## config.mk

```make
export PLATFORM = sky130hd
export DESIGN_NAME = add_accumulator
export DESIGN_NICKNAME = d
export VERILOG_FILES = /design/src/rtl/add_acc_pkg.sv /design/src/rtl/acc_adder.sv /design/src/rtl/add_accumulator.sv
export SDC_FILE = /design/constraint.sdc
export NUM_CORES = 1
export LEC_CHECK = 0
export BUFFER_PORTS_ARGS = -buffer_cell sky130_fd_sc_hd__clkbuf_2
export CAP_MARGIN = 10
export CORE_MARGIN = 2
export CORE_UTILIZATION = 35
export CTS_CLUSTER_SIZE = 14
export DETAILED_ROUTE_END_ITERATION = 16
export SLEW_MARGIN = 10
export SYNTH_ARGS = -nofsm -noshare
export SYNTH_HDL_FRONTEND = slang
export SYNTH_HIERARCHICAL = 1
export SYNTH_SLANG_ARGS = --single-unit
```

## constraint.sdc

```tcl
create_clock -name clk -period 3.3 [get_ports clk]
set_input_delay 0.165 -clock clk [delete_from_list [all_inputs] [get_ports clk]]
set_output_delay 0.165 -clock clk [all_outputs]
set_load 0.01 [all_outputs]
```

## src/rtl/add_acc_pkg.sv

```systemverilog
`default_nettype none
// ============================================================================
// Module   : add_acc_pkg
// Purpose  : Shared types, defaults and width helper for add_accumulator.
// Revision : 1.0
// ============================================================================
package add_acc_pkg;

    localparam int DEF_N   = 4;
    localparam int DEF_CNT = 4;
    localparam int DEF_CW  = 2;

    typedef enum logic [0:0] {
        ACCUM = 1'b0,
        HOLD  = 1'b1
    } state_t;

    function automatic int acc_w(input int n, input int cw);
        return n + cw;
    endfunction

endpackage
`default_nettype wire

```

## src/rtl/acc_adder.sv

```systemverilog
`default_nettype none
// ============================================================================
// Module   : acc_adder
// Purpose  : Unsigned W-bit combinational adder with carry-out.
// Revision : 1.0
// ============================================================================
module acc_adder #(
    parameter int W = 6
) (
    input  logic [W-1:0] a,
    input  logic [W-1:0] b,
    output logic [W-1:0] sum,
    output logic         carry
);

    logic [W:0] w_full;

    assign w_full = {1'b0, a} + {1'b0, b};
    assign sum    = w_full[W-1:0];
    assign carry  = w_full[W];

endmodule
`default_nettype wire

```

## src/rtl/add_accumulator.sv

```systemverilog
`default_nettype none
// ============================================================================
// Module   : add_accumulator
// Purpose  : Sums CNT unsigned operands per frame and presents the result
//            with a sticky overflow flag under a valid/ready handshake.
// Revision : 1.0
// ============================================================================
module add_accumulator
    import add_acc_pkg::*;
#(
    parameter int N   = DEF_N,
    parameter int CNT = DEF_CNT,
    parameter int CW  = DEF_CW
) (
    input  logic                      clk,
    input  logic                      rst_n,
    input  logic                      clear,
    input  logic                      in_valid,
    output logic                      in_ready,
    input  logic [N-1:0]              in_data,
    output logic                      out_valid,
    input  logic                      out_ready,
    output logic [acc_w(N, CW)-1:0]   out_sum,
    output logic                      out_ovf
);

    localparam int ACC_W = acc_w(N, CW);
    localparam int CNT_W = $clog2(CNT);
    localparam logic [CNT_W-1:0] C_CNT_LAST = CNT_W'(CNT - 1);

    state_t             r_state;
    state_t             w_state_nxt;
    logic [ACC_W-1:0]   r_acc;
    logic [ACC_W-1:0]   w_acc_nxt;
    logic [CNT_W-1:0]   r_cnt;
    logic [CNT_W-1:0]   w_cnt_nxt;
    logic               r_ovf;
    logic               w_ovf_nxt;
    logic [ACC_W-1:0]   w_sum;
    logic               w_carry;

    acc_adder #(
        .W (ACC_W)
    ) u_acc_adder (
        .a     (r_acc),
        .b     (ACC_W'(in_data)),
        .sum   (w_sum),
        .carry (w_carry)
    );

    always_ff @(posedge clk) begin
        if (!rst_n) begin
            r_state <= ACCUM;
            r_acc   <= '0;
            r_cnt   <= '0;
            r_ovf   <= 1'b0;
        end else begin
            r_state <= w_state_nxt;
            r_acc   <= w_acc_nxt;
            r_cnt   <= w_cnt_nxt;
            r_ovf   <= w_ovf_nxt;
        end
    end

    always_comb begin
        w_state_nxt = r_state;
        w_acc_nxt   = r_acc;
        w_cnt_nxt   = r_cnt;
        w_ovf_nxt   = r_ovf;
        if (clear) begin
            w_state_nxt = ACCUM;
            w_acc_nxt   = '0;
            w_cnt_nxt   = '0;
            w_ovf_nxt   = 1'b0;
        end else begin
            case (r_state)
                ACCUM: begin
                    if (in_valid) begin
                        w_acc_nxt = w_sum;
                        w_ovf_nxt = r_ovf | w_carry;
                        // Wrap the count on the last operand so it never exceeds CNT-1.
                        if (r_cnt == C_CNT_LAST) begin
                            w_cnt_nxt   = '0;
                            w_state_nxt = HOLD;
                        end else begin
                            w_cnt_nxt = r_cnt + CNT_W'(1);
                        end
                    end
                end
                HOLD: begin
                    if (out_ready) begin
                        w_state_nxt = ACCUM;
                        w_acc_nxt   = '0;
                        w_cnt_nxt   = '0;
                        w_ovf_nxt   = 1'b0;
                    end
                end
                default: w_state_nxt = ACCUM;
            endcase
        end
    end

    assign in_ready  = (r_state == ACCUM);
    assign out_valid = (r_state == HOLD);
    assign out_sum   = r_acc;
    assign out_ovf   = r_ovf;

endmodule
`default_nettype wire

```

[Word-level counts from Yosys, hierarchy flattened]
Index checks and enable logic that the tools add are counted.
Word-level totals
  flip-flop bits (word level): 10
  bits in latches: 0
  memory bits (writable): 0
  bits in read-only memories: 0
  output and inout port bits: 9
  logic and storage cells: 28
  memories: 0
Operators by class
  $add $sub $neg: 2
  multipliers: 0
  divide/modulo/power cells: 0
  $lt $le $gt $ge: 0
  equal/unequal tests: 3
  shift-type cells: 0
  mux-type cells: 14
  bitwise operators: 3
  reduce and logical (&&, ||, !) cells: 2
Operators by type and width (number)
  $mux 6: 2
  $pmux 6 s2: 1
  $add 6x4->7: 1
  $mux 2: 3
  $mux 1: 5
  $ne 2x2->1 const B: 2
  $pmux 1 s2: 2
  $pmux 2 s2: 1
  $add 2x1->2 const B: 1
  $eq 2x2->1 const B: 1
  $not 1->1: 2
  $reduce_and 2->1: 1
  $reduce_or 2->1: 1
  $or 1x1->1: 1

[Depth between registers and ports, before layout]
  depth after elaboration: 4
  mapped depth: 9
  gate-level depth less buffers: 9

[Cells and area by module]
Netlist, hierarchy kept.
Modules (own cells, without submodules)
  add_accumulator: times used 1, cells an instance 31, area an instance 370.4 µm², seq. area each 200.2 µm²
  acc_adder: times used 1, cells an instance 28, area an instance 242.7 µm², seq. area each 0.0 µm²

[Worst setup path before layout]
No wires, ideal clock.
  path kind: register to register
  start: register r_acc[0], in the netlist out_sum[0]
  end: register r_ovf, in the netlist out_ovf
  library setup time: 0.086 ns
  arrival time: 1.618 ns
  required time: 3.214 ns
  slack: 1.596 ns
  stages on the path, launching flop included: 10
  path buffers: 0
  cells stage by stage: dfxtp_1 -> ha_1 -> inv_1 -> fa_1 -> nor2b_4 -> o31a_2 -> o21ai_2 -> nand2b_1 -> a21oi_1 -> a211oi_1
Between the ends
  cells in the longest elaborated chain, start to end: 4
RTL lines
  start, declared: RTL line add_accumulator.sv:33  | logic [ACC_W-1:0] r_acc;
  start signal, assigned: RTL line add_accumulator.sv:59  | r_acc <= w_acc_nxt;
  $add 6x4->7: RTL line acc_adder.sv:18  | assign w_full = {1'b0, a} + {1'b0, b};
  named net w_carry: RTL line add_accumulator.sv:40  | logic w_carry;
  $or 1x1->1: RTL line add_accumulator.sv:80  | w_ovf_nxt = r_ovf | w_carry;
  $mux 1: RTL line add_accumulator.sv:78  | if (in_valid) begin
  $pmux 1 s2: RTL line add_accumulator.sv:76  | case (r_state)
  end signal, assigned: RTL line add_accumulator.sv:61  | r_ovf <= w_ovf_nxt;
  end, declared: RTL line add_accumulator.sv:37  | logic r_ovf;
The timed path passes the listed nets, and every way through them passes these cells. The select of a mux whose other input is x is not followed.
A chain may end at the register's enable or synchronous reset.

[Worst setup path after layout]
Ends and elaborated chain as after synthesis.

==> flow_summary.html <==
<table>
<tr><th>Metric</th><th>Value</th></tr>
<tr><th colspan="2">Final layout</th></tr>
<tr><td>Area growth, synth to finish</td><td>21.63%</td></tr>
<tr><td>Fraction of layout cells with a size suffix above 1</td><td>0.3500</td></tr>
<tr><td>Area used by multi-input combinational logic</td><td>397.9 µm²</td></tr>
<tr><td>Total Nets Final</td><td>99</td></tr>
<tr><td>Antenna diodes</td><td>0</td></tr>
<tr><td>Final core area utilization</td><td>0.4415</td></tr>
<tr><td>Number of inserted filler cells in the final layout</td><td>~170</td></tr>
<tr><td>Layout Cells excl Fill</td><td>a little under 100</td></tr>
<tr><td>Sequential cell area</td><td>between 200 and 250 µm²</td></tr>
<tr><td>Post-route design area</td><td>roughly 750 µm²</td></tr>
<tr><th colspan="2">CTS</th></tr>
<tr><td>Worst-Skew Late Latency</td><td>270 ps</td></tr>
<tr><td>Post_cts resized</td><td>0</td></tr>
<tr><td>Post-CTS setup buffers</td><td>0</td></tr>
<tr><td>Number of buffers inserted by hold repair at cts</td><td>0</td></tr>
<tr><td>Maximum clock insertion buffer count</td><td>2</td></tr>
<tr><td>Clock Sink Count</td><td>10</td></tr>
<tr><td>CTS clk-pin slew, worst paths</td><td>around 70 ps</td></tr>
<tr><td>TritonCTS clock tree</td><td>yes</td></tr>
<tr><td>Number of buffers added by the clock tree synthesis step</td><td>3</td></tr>
<tr><td>Root Buffer</td><td>sky130_fd_sc_hd__clkbuf_4</td></tr>
<tr><td>Count of H-tree levels built during CTS</td><td>1</td></tr>
<tr><th colspan="2">Timing</th></tr>
<tr><td>Unrepaired setup endpoints after global routing</td><td>false</td></tr>
<tr><td>Max-Slew Margin vs Limit</td><td>0.6151</td></tr>
<tr><td>Worst slew pin tran</td><td>~570 ps</td></tr>
<tr><td>Count of final max-slew check failures</td><td>0</td></tr>
<tr><td>Hold Fails Final Rpt</td><td>0</td></tr>
<tr><td>Hold Worst Slack</td><td>between 100 and 150 ps</td></tr>
<tr><td>Time the worst path needs with I/O delays and setup</td><td>roughly 1800 ps</td></tr>
<tr><td>Setup tns final</td><td>0 ps</td></tr>
<tr><td>Worst setup slack after layout</td><td>1546 ps</td></tr>
<tr><td>Final setup violation count</td><td>0</td></tr>
<tr><td>Largest clock skew in the final design</td><td>about 0.65 ps</td></tr>
<tr><td>Max Fclk</td><td>0.5701 GHz</td></tr>
<tr><td>Period utilisation layout</td><td>0.5315</td></tr>
<tr><th colspan="2">Synth</th></tr>
<tr><td>Per-instance average area after synthesis</td><td>between 10 and 15 µm²</td></tr>
<tr><td>Most common cell in the synthesized netlist</td><td>sky130_fd_sc_hd__dfxtp_1</td></tr>
<tr><td>Total number of yosys warnings</td><td>6</td></tr>
<tr><td>Number of synthesized flops with an enable pin</td><td>0</td></tr>
<tr><td>Most frequent cells after synthesis</td><td>10 x sky130_fd_sc_hd__dfxtp_1, 8 x sky130_fd_sc_hd__a22o_1, 7 x sky130_fd_sc_hd__ha_1, 5 x sky130_fd_sc_hd__inv_1</td></tr>
<tr><td>Post-Syn Instances</td><td>a little under 60</td></tr>
<tr><td>Asr flop ratio synth</td><td>0</td></tr>
<tr><td>Area contributors post-synth</td><td>sky130_fd_sc_hd__dfxtp_1 33%, sky130_fd_sc_hd__ha_1 14%, sky130_fd_sc_hd__a22o_1 11%</td></tr>
<tr><td>Area of the mapped netlist</td><td>roughly 610 µm²</td></tr>
<tr><td>Sequential fraction of the synthesis area</td><td>0.3265</td></tr>
<tr><td>Portion of synthesized cell area occupied by the leading cell type</td><td>0.3265</td></tr>
<tr><td>Number of distinct library cell variants in the gate-level netlist after synthesis</td><td>25</td></tr>
<tr><td>Top FF cell, synth</td><td>sky130_fd_sc_hd__dfxtp_1</td></tr>
<tr><td>Biggest area consumer among synthesized cells</td><td>sky130_fd_sc_hd__dfxtp_1</td></tr>
<tr><td>Register bit count reported by yosys</td><td>10</td></tr>
<tr><th colspan="2">Setup path</th></tr>
<tr><td>Largest fanout on the critical path</td><td>3</td></tr>
<tr><td>Cells on worst reg2reg path</td><td>9</td></tr>
<tr><td>Required time reported for the critical path endpoint</td><td>about 3500 ps</td></tr>
<tr><td>Critical setup path kind</td><td>flip-flop to flip-flop</td></tr>
<tr><td>Reg-to-reg critical path startpoint</td><td>out_sum[0]</td></tr>
<tr><td>Data arrival time of the worst path</td><td>1940 ps</td></tr>
<tr><td>Capture point of the worst path</td><td>out_ovf</td></tr>
<tr><td>Register-to-Register Setup Slack</td><td>between 1500 and 2000 ps</td></tr>
<tr><td>Kind of launch point of the worst setup path</td><td>flip-flop</td></tr>
<tr><td>Reg-to-reg endpoint</td><td>out_ovf</td></tr>
<tr><td>Crit. Startpoint</td><td>out_sum[0]</td></tr>
<tr><td>CP Capture Type</td><td>flip-flop</td></tr>
<tr><th colspan="2">Floorplanning</th></tr>
<tr><td>Initial core utilization</td><td>0.3630</td></tr>
<tr><td>Die area</td><td>2103 µm²</td></tr>
<tr><td>Number of ports placed on the die boundary</td><td>18</td></tr>
<tr><td>Horizontal die dimension</td><td>~46 µm</td></tr>
<tr><td>Core outline area</td><td>1689 µm²</td></tr>
<tr><td>Row Count</td><td>15</td></tr>
<tr><td>Chip Height</td><td>roughly 46 µm</td></tr>
<tr><th colspan="2">Route</th></tr>
<tr><td>Overall via count from detail_route</td><td>a little over 500</td></tr>
<tr><td>Initial DRT Pass Iterations</td><td>2</td></tr>
<tr><td>Topmost layer with routed signal wires</td><td>met4</td></tr>
<tr><td>Remaining design rule violation count</td><td>0</td></tr>
<tr><td>DR iter-0 viols</td><td>2</td></tr>
<tr><td>Routed length per instance</td><td>11.47 µm</td></tr>
<tr><td>Met3 layer wire length in the routed design</td><td>86 µm</td></tr>
<tr><td>Total wire length after detailed routing</td><td>around 1100 µm</td></tr>
<tr><td>Met2 layer wire length in the routed design</td><td>roughly 460 µm</td></tr>
<tr><td>Routed metal-1 wirelength</td><td>548 µm</td></tr>
<tr><td>Number of nets with antenna violations after routing</td><td>0</td></tr>
<tr><td>Detailed-route vias per instance</td><td>between 5 and 6</td></tr>
<tr><th colspan="2">Power and ir drop</th></tr>
<tr><td>Largest vdd supply drop</td><td>roughly 0.17 mV</td></tr>
<tr><td>Sw Share</td><td>0.2711</td></tr>
<tr><td>Portion of total power attributed to sequential cells</td><td>0.487</td></tr>
<tr><td>Power Total</td><td>~0.26 mW</td></tr>
<tr><td>Combinational cell fraction of total power</td><td>0.187</td></tr>
<tr><td>Pint</td><td>between 0.15 and 0.2 mW</td></tr>
<tr><td>Portion of total power attributed to the clock network</td><td>0.326</td></tr>
<tr><td>NetSw</td><td>a little over 0.07 mW</td></tr>
<tr><td>Leak</td><td>approximately 0.35 nW</td></tr>
<tr><td>Power density over cell area</td><td>353.0 nW/µm²</td></tr>
<tr><th colspan="2">Job</th></tr>
<tr><td>Max-cap violations</td><td>0</td></tr>
<tr><th colspan="2">Global routing</th></tr>
<tr><td>Tot GR Track Use</td><td>0.1218</td></tr>
<tr><td>First-pass GRT wire length</td><td>between 1500 and 2000 µm</td></tr>
<tr><td>Pin count of the biggest net entering global routing</td><td>9</td></tr>
<tr><td>Vias in the first global route</td><td>~450</td></tr>
<tr><td>Antenna violations before repair</td><td>0</td></tr>
<tr><td>Gr ovfl total</td><td>0</td></tr>
<tr><th colspan="2">Placed design</th></tr>
<tr><td>Placed standard-cell area</td><td>between 700 and 800 µm²</td></tr>
<tr><td>Final weighted congestion of routability-driven global placement</td><td>about 0.7</td></tr>
<tr><td>DP Wirelength</td><td>848.6 µm</td></tr>
<tr><td>Pre-CTS setup slack</td><td>1558 ps</td></tr>
<tr><td>Cell total after placement</td><td>94</td></tr>
<tr><td>Port bufs</td><td>17</td></tr>
<tr><th colspan="2">Min path</th></tr>
<tr><td>Hold Path Class</td><td>input port to flip-flop</td></tr>
<tr><th colspan="2">Status</th></tr>
<tr><td>Outcome</td><td>finished, final reports clean</td></tr>
</table>
## worst max-delay path, stage by stage, from the launching register on
cell and delay [ps]:
sky130_fd_sc_hd__dfxtp_1 350, sky130_fd_sc_hd__ha_1 220, sky130_fd_sc_hd__inv_1 70, sky130_fd_sc_hd__fa_1 440, sky130_fd_sc_hd__nor2b_4 130, sky130_fd_sc_hd__o31a_2 150, sky130_fd_sc_hd__o21ai_2 50, sky130_fd_sc_hd__nand2b_1 60
sky130_fd_sc_hd__a21oi_1 60, sky130_fd_sc_hd__a211oi_1 150
## power by group through the flow
stage	clock, mW	combinational (mW)	sequential (mW)
global route	0.0930	0.0555	0.129
finish	0.0859	0.0493	0.128
floorplan	0	0.0338	0.132
detailed placement	0	0.0491	0.131
CTS	0.0874	0.0498	0.128
global placement	0	0.0495	0.131
## worst min path at each step
stage              start  endpoint  slack, ps  cells after the start
2_1_floorplan  out_ready   out_ovf        270                      1
5_1_grt        out_ready   out_ovf        160                      2
3_5_place_dp   out_ready   out_ovf        430                      2
3_3_place_gp   out_ready   out_ovf        430                      2
4_1_cts        out_ready   out_ovf        150                      2
6_report       out_ready   out_ovf        150                      2
## cells in the final DEF (no fill, tap or decap), types with 2 or more instances in the layout
master	count
sky130_fd_sc_hd__clkbuf_4	3
sky130_fd_sc_hd__clkbuf_2	17
sky130_fd_sc_hd__inv_1	5
sky130_fd_sc_hd__ha_1	7
sky130_fd_sc_hd__nor2_1	3
sky130_fd_sc_hd__a21oi_1	3
sky130_fd_sc_hd__conb_1	2
sky130_fd_sc_hd__a22o_1	8
sky130_fd_sc_hd__nand2b_1	2
sky130_fd_sc_hd__xnor2_1	3
sky130_fd_sc_hd__dfxtp_1	10
sky130_fd_sc_hd__o21ai_0	2
## cell families (layout without fill, tap and decap cells)
group                      count (synthesis)  count (layout)  share of synthesized area
xor gates and xnor gates                   3               3                    0.04286
DFF                                       10              10                     0.3265
adders and majority gates                  8               8                     0.1755
and+or+nand+nor                            9               9                     0.1061
buffers and inverters                      5              25                    0.03062
other                                      1               2                   0.006117
AOI/OAI and AO/OA                         23              23                     0.3123
## cell type report
class / instances / area share
inverter: 5 / 0.02517
sequential: 10 / 0.2685
clock buffer: 3 / 0.03020
multi-input combinational: 45 / 0.5336
timing repair buffer: 17 / 0.1141
tap: 17 / 0.02852
## layer usage
metal / vias up / track usage
li1: 257 / -
met1: 228 / 0.1459
met2: 18 / 0.1889
met3: 2 / 0.05159
met4: 0 / 0.05143
met5: - / 0
## registers in the layout, indices dropped and copies added (netlist names)
name and cells:
r_cnt 2, out_ovf 1, out_valid 1, out_sum 6
Note: power is estimated with default switching activity, not from simulation.
